<file path="src/rtl/mem_access_stage.sv">
// MEM stage: runs loads/stores on a req/ack port, formats data, registers MEM/WB; ALU ops pass in 1 cycle.
// Holds upstream via stall while an access waits for ack; a missing ack past TIMEOUT latches bus_err.
module mem_access_stage #(
  parameter int TIMEOUT = 255
) (
  input  logic        clk,
  input  logic        rst,
  input  logic        dmld,
  input  logic        dmsel,
  input  logic        dmstr,
  input  logic [31:0] aluout,
  input  logic [31:0] rfd2,
  input  logic [31:0] pc,
  input  logic [31:0] IR,
  output logic        stall,
  output logic        mem_req,
  output logic        mem_we,
  output logic [31:0] mem_addr,
  output logic [3:0]  mem_be,
  output logic [31:0] mem_wdata,
  input  logic [31:0] mem_rdata,
  input  logic        mem_ack,
  output logic        dmld_nxt,
  output logic [31:0] memout_nxt,
  output logic [31:0] aluout_nxt,
  output logic [31:0] pc_nxt,
  output logic [31:0] IR_nxt,
  output logic        bus_err
);

  typedef enum logic [1:0] {IDLE, WAIT, ERR} state_t;

  localparam logic [16:0] TO_LIM = 17'(TIMEOUT);

  state_t      state;
  logic [15:0] wait_cnt;
  logic        op;
  logic        is_load;
  logic        in_idle;
  logic        in_wait;
  logic [1:0]  lane;
  logic [7:0]  rd_byte;
  logic [31:0] memout;

  assign op      = dmld | dmstr;
  assign is_load = dmld & ~dmstr;
  assign in_idle = (state == IDLE);
  assign in_wait = (state == WAIT);
  assign lane    = aluout[1:0];

  assign mem_req   = (in_idle & op) | in_wait;
  assign stall     = (in_idle & op & ~mem_ack) | (in_wait & ~mem_ack) | (state == ERR);
  assign mem_we    = dmstr;
  assign mem_addr  = {aluout[31:2], 2'b00};
  assign mem_be    = dmsel ? (4'b0001 << lane) : 4'hF;
  assign mem_wdata = dmsel ? {4{rfd2[7:0]}} : rfd2;

  always_comb begin
    rd_byte = mem_rdata[7:0];
    case (lane)
      2'd0:    rd_byte = mem_rdata[7:0];
      2'd1:    rd_byte = mem_rdata[15:8];
      2'd2:    rd_byte = mem_rdata[23:16];
      default: rd_byte = mem_rdata[31:24];
    endcase
  end

  // Non-loads (including store-wins collisions) write zero into memout.
  assign memout = is_load ? (dmsel ? {24'd0, rd_byte} : mem_rdata) : 32'd0;

  always_ff @(posedge clk) begin
    if (rst) begin
      state    <= IDLE;
      wait_cnt <= 16'd0;
      bus_err  <= 1'b0;
    end else begin
      case (state)
        IDLE: begin
          if (op && !mem_ack) begin
            state    <= WAIT;
            wait_cnt <= 16'd0;
          end
        end
        WAIT: begin
          if (mem_ack) begin
            state <= IDLE;
          end else if (({1'b0, wait_cnt} + 17'd1) >= TO_LIM) begin
            state   <= ERR;
            bus_err <= 1'b1;
          end else if (wait_cnt != 16'hFFFF) begin
            wait_cnt <= wait_cnt + 16'd1;
          end
        end
        ERR: begin
          bus_err <= 1'b1;
        end
        default: begin
          state <= IDLE;
        end
      endcase
    end
  end

  // Stalled cycles load a bubble so writeback sees each instruction exactly once.
  always_ff @(posedge clk) begin
    if (rst || stall) begin
      dmld_nxt   <= 1'b0;
      memout_nxt <= 32'd0;
      aluout_nxt <= 32'd0;
      pc_nxt     <= 32'd0;
      IR_nxt     <= 32'd0;
    end else begin
      dmld_nxt   <= is_load;
      memout_nxt <= memout;
      aluout_nxt <= aluout;
      pc_nxt     <= pc;
      IR_nxt     <= IR;
    end
  end

endmodule
</file>
<file path="config.mk">
export PLATFORM = sky130hd
export DESIGN_NAME = mem_access_stage
export DESIGN_NICKNAME = d
export VERILOG_FILES = /design/src/rtl/mem_access_stage.sv
export SDC_FILE = /design/constraint.sdc
export NUM_CORES = 1
export LEC_CHECK = 0
export CAP_MARGIN = 20
export CORE_AREA = 3 3 142 144
export CTS_BUF_LIST = sky130_fd_sc_hd__clkbuf_16
export DETAILED_ROUTE_END_ITERATION = 12
export DIE_AREA = 0 0 145 147
export HOLD_SLACK_MARGIN = 0.03
export PLACE_DENSITY = 0.64
export SYNTH_ARGS = -nofsm -noshare
export SYNTH_HDL_FRONTEND = slang
export SYNTH_SLANG_ARGS = --single-unit
export TNS_END_PERCENT = 5
</file>
<file path="constraint.sdc">
create_clock -name clk -period 4 [get_ports clk]
set_input_delay 0.8 -clock clk [delete_from_list [all_inputs] [get_ports clk]]
set_output_delay 0.8 -clock clk [all_outputs]
set_load 0.05 [all_outputs]
</file>
# ---- Word level (Yosys, flattened, before mapping)
# Index checks and enable logic that the tools add are counted.
dict set report totals {
  reg_bits 148
  in_bits 166
  out_inout_bits 201
  word_cells 64
}
dict set report classes {
  n_addsub 2
  n_lt_le_gt_ge 1
  n_eq_ne 11
  shifts 1
  muxes 16
  bitwise 12
  n_reduce_logical 12
}
# op n
set op_table {}
lappend op_table {{16-bit two-way mux} 4}
lappend op_table {{32-bit two-way mux} 1}
lappend op_table {{16-bit case mux with 2 select lines} 1}
lappend op_table {{8-bit case mux with 3 select lines} 1}
lappend op_table {{16-bit by 1-bit adder with 17-bit output, second input constant} 1}
lappend op_table {{17-bit by 8-bit >= comparator with 1-bit output, second input constant} 1}
lappend op_table {{16-bit by 1-bit adder with 16-bit output, second input constant} 1}
lappend op_table {{16-bit != test, second input constant} 1}
lappend op_table {{8-bit two-way mux} 1}
lappend op_table {{2-bit two-way mux} 3}
lappend op_table {{2-bit by 1-bit != test with 1-bit output, second input constant} 3}
lappend op_table {{2-bit case mux with 3 select lines} 1}
lappend op_table {{3-bit AND reduction} 2}
lappend op_table {{5-bit AND reduction} 1}
lappend op_table {{1-bit bitwise AND} 4}
lappend op_table {{2-bit by 1-bit == test with 1-bit output, second input constant} 2}
lappend op_table {{2-bit == test, second input constant} 2}
lappend op_table {{2-bit zero test} 2}
lappend op_table {{4-bit two-way mux} 1}
lappend op_table {{2-bit != test, second input constant} 2}
lappend op_table {{1-bit NOT} 4}
lappend op_table {{1-bit bitwise OR} 4}
lappend op_table {{2-bit nonzero test} 2}
lappend op_table {{1-bit by 2-bit << shifter with 4-bit output, first input constant} 1}
lappend op_table {{8 further kinds} 9}

# ---- Logic depth before layout (Yosys ltp)
dict set report depth {
  ltp_word 7
  ltp_mapped 10
  mapped_depth_nobuf 9
}

# ---- Worst setup path before layout
# Ideal clock, no wire load.
dict set report synth_path {
  kind {input -> register}
  from {input mem_ack}
  to {register memout_nxt[11]}
  setup_ns 0.115
  arrival_time_ns 3.304
  required_ns 3.885
  path_slack_ns 0.581
  stages 7
  path_buffers 1
  cell_sequence {or2_2 o21ai_0 nor2_1 nand3b_2 nor2_1 clkbuf_1 and2_1}
}
dict set report synth_between {
  elab_chain_cells 6
  elab_cells_between_ends 7
  classes_between {5 x bitwise; 2 x reduce/logical}
}
# item line
set synth_lines {}
lappend synth_lines {{from (decl)} 22} ;# input logic mem_ack,
lappend synth_lines {{1-bit NOT *} 52} ;# assign stall = (in_idle & op & ~mem_ack) | (in_wait & ~mem_ack) | (state == ERR);
lappend synth_lines {{1-bit bitwise AND} 52}
lappend synth_lines {{1-bit bitwise OR * (2 in a row)} 52}
lappend synth_lines {{named net stall} 15} ;# output logic stall,
lappend synth_lines {{1-bit logical OR *} 106} ;# if (rst || stall) begin
lappend synth_lines {{3-bit OR reduction (no line) *} n/a}
lappend synth_lines {{to (signal assigned)} 114} ;# memout_nxt <= memout;
lappend synth_lines {{to (decl)} 24} ;# output logic [31:0] memout_nxt,
# Mark *: on every way through the listed nets, which the timed path passes. The rest lies on a longest branch.
# A chain may end at the register's enable or synchronous reset.

# ---- Worst setup path in the final report
dict set report layout_path {
  from {input mem_ack}
  to {output stall}
}
dict set report layout_between {
  elab_chain_cells 4
  elab_cells_between_ends 5
  classes_between {5 x bitwise}
}
# item line
set layout_lines {}
lappend layout_lines {{1-bit NOT *} 52}
lappend layout_lines {{1-bit bitwise AND} 52}
lappend layout_lines {{1-bit bitwise OR * (2 in a row)} 52}
lappend layout_lines {{to (decl)} 15}
# Every way passes the cells marked *; elsewhere a longest branch is shown, timed or not.

==> impl_metrics.env <==
export IMPL_drtIter0Drc=149
export IMPL_grt_first_pass_wirelength_um=26600
export IMPL_maxSlewViolCount=0
export IMPL_clk_pin_slew_ns=0.06
export IMPL_synth_top_area_cell="dfxtp_1"
export IMPL_min_to="bus_err"
export IMPL_power_mw=3.90
export IMPL_critPathCaptureType="primary output"
export IMPL_detail_route_first_pass_iterations=4
export IMPL_synth_compound_area_share_pct=9.01
export IMPL_p_leak_nw=3.93
export IMPL_synthAdderAreaFrac_pct=0.467
export IMPL_die_height_um=147
export IMPL_rsz0062_at_grt="false"
export IMPL_tritoncts="built"
export IMPL_fmax_ghz=0.313
export IMPL_antenna_found_initial=1
export IMPL_yosysUniqueCellTypes=50
export IMPL_layout_drive_gt1_share_pct=9.86
export IMPL_synth_edf_count=0
export IMPL_reg2reg_from="wait_cnt[0]"
export IMPL_ctsResizeCount=0
export IMPL_core_area_um2=18800
export IMPL_r2r_end="wait_cnt[7]"
export IMPL_fin_area_um2=9770
export IMPL_final_util_pct=51.9
export IMPL_postCtsSetupBuffers=0
export IMPL_hp_class="reg -> reg"
export IMPL_fin_crit_sh_pct=79.9
export IMPL_synth_seq_cells=148
export IMPL_synth_area_leaders="dfxtp_1 (55%), and2_1 (15%), buf_4 (6.0%)"
export IMPL_yosys_area_share_simple_pct=23.4
export IMPL_hpwl_um=13900
export IMPL_reg2reg_slack_ns=1.43
export IMPL_met3_length_um=1790
export IMPL_synthMuxAreaShare_pct=1.21
export IMPL_synth_xor_area_share_pct=0.817
export IMPL_cp_required_ns=3.20
export IMPL_critPathMaxStageDelay_ns=0.52
export IMPL_root_buffer="clkbuf_16"
export IMPL_dieArea_um2=21300
export IMPL_max_slew_worst_pin_slew_ns=0.735
export IMPL_post_drt_wl_per_cell_um=15.4
export IMPL_vias=4704
export IMPL_vdd_drop_max_mv=0.284
export IMPL_drc_errors=0
export IMPL_fill_cells=1696
export IMPL_fin_ws_ns=0.803
export IMPL_detail_route_vias_per_cell=4.16
export IMPL_min_from="bus_err"
export IMPL_cp_start_kind="primary input"
export IMPL_path_cells="clkdlybuf4s50_1, or2_2, o21ai_0, buf_4"
export IMPL_wl_met1_um=6650
export IMPL_syn_to_final_growth_pct=82.1
export IMPL_crit_slowest_cell="o21ai_0"
export IMPL_clock_skew_final_ns=0.00822
export IMPL_synth_warnings=0
export IMPL_io_buffers=364
export IMPL_worstPathArrival_ns=2.40
export IMPL_grt_usage_pct=16.0
export IMPL_synth_area_per_cell_um2=10.0
export IMPL_synth_top_family_by_area="simple AND/OR/NAND/NOR gates"
export IMPL_cap_violations=0
export IMPL_pwr_density_cell_nw_per_um2=399
export IMPL_cts_sinks=148
export IMPL_n_antenna_cell=0
export IMPL_fp_dieW_um=145
export IMPL_synthCells=534
export IMPL_cts_made_buffers=17
export IMPL_final_cells=1132
export IMPL_initial_utilization_pct=28.5
export IMPL_reg2regPathDepth=8
export IMPL_detailed_place_area_um2=9220
export IMPL_hold_path_depth=2
export IMPL_fin_hold_ws_ns=0.445
export IMPL_first_global_vias=4698
export IMPL_synthArstFlopShare_pct=0
export IMPL_maxSlewHeadroom_pct=51.0
export IMPL_htree_levels=4
export IMPL_setup_violations_final=0
export IMPL_status="complete, no violations"
export IMPL_synth_common_cells="dfxtp_1 (148), and2_1 (128), buf_4 (43), o21ai_0 (35), inv_1 (29)"
export IMPL_num_rows=50
export IMPL_grt_ovfl_total=0
export IMPL_tns_ns=0
export IMPL_synth_seq_area_share_pct=55.2
export IMPL_finalHoldViolCount=0
export IMPL_place_congestion=0.804
export IMPL_clk_path_buf_depth=2
export IMPL_period_needed_ns=3.20
export IMPL_finalNetCount=1027
export IMPL_syn_area_um2=5360
export IMPL_wl_um=17500
export IMPL_critical_path_class="in -> out"
export IMPL_io_pins=367
export IMPL_crit_fanout=4
export IMPL_clock_latency_ns=0.41
export IMPL_drt_antenna_violating_nets=0
export IMPL_dp_cells=1100
export IMPL_yosys_area_top_type_share_pct=55.2
export IMPL_holdBufCountCts=0
export IMPL_wl_met2_um=8650
export IMPL_top_layer="met5"
export IMPL_place_ws_ns=0.824
export IMPL_synth_ff_type="dfxtp_1"
export IMPL_grt_max_degree=95
export IMPL_synth_most_common_cell="dfxtp_1"
## registers in the layout, summed over array words and instances, names as in the netlist
register / count
wait_cnt: 16
aluout_nxt: 32
memout_nxt: 32
bus_err: 1
state: 2
dmld_nxt: 1
pc_nxt: 32
IR_nxt: 32
## per-layer routing
layer,up-vias,GRT usage (%)
met3,26,7.59
met1,2078,17.3
met4,2,5.27
met2,247,27.6
li1,2351,-
met5,-,0
## kinds of logic after synthesis
| family | count (synthesis) |
|---|---|
| AND/OR/NAND/NOR | 208 |
| flip-flops | 148 |
| buffers and inverters | 95 |
| AO/OA/AOI/OAI | 71 |
| XOR/XNOR | 5 |
| multiplexers | 4 |
| adder cells (fa/ha/maj) | 2 |
| other | 1 |
## worst max path at each step
stage                     slack, ns  cells past startpoint  startpoint              to
after floorplan                0.58                      7     mem_ack  memout_nxt[11]
after global placement         0.91                      4     mem_ack           stall
after detailed placement       0.82                      4     mem_ack           stall
after CTS                      0.80                      4     mem_ack           stall
after global routing           0.75                      4     mem_ack           stall
final                          0.80                      4     mem_ack           stall
## worst max-delay path: cells and delay by family
kind                   cells  cell delay [ns]
AND/OR/NAND/NOR            1             0.33
AO/OA/AOI/OAI              1             0.52
buffers and inverters      2             0.74
## where the power goes
part | switching [mW] | internal, mW | total [mW] | leakage [nW]
logic | 0.508 | 0.385 | 0.893 | 2.47
registers | 0.0148 | 1.53 | 1.54 | 1.21
clock network | 0.653 | 0.806 | 1.46 | 0.258
## cells in the final DEF, fill, tap and decap left out, drive strengths merged, types with 9 or more instances in the layout
cell type and instances:
buf 36, clkdlybuf4s50 335, nand2 27, and2 128, nand3 9, clkbuf 17, inv 34, nor3 9
nor2 11, o21ai 37, dfxtp 148
## final cells by class
cell class	instances	area (um2)	area share (%)
repair buffers	371	3940	40.3
flip-flops and latches	148	2960	30.3
multi-input cells	292	1880	19.3
clock buffers	17	425	4.36
well taps	260	325	3.33
clock inverters	15	123	1.26
inverters	29	109	1.11
Note: power is estimated with default switching activity, not from simulation.
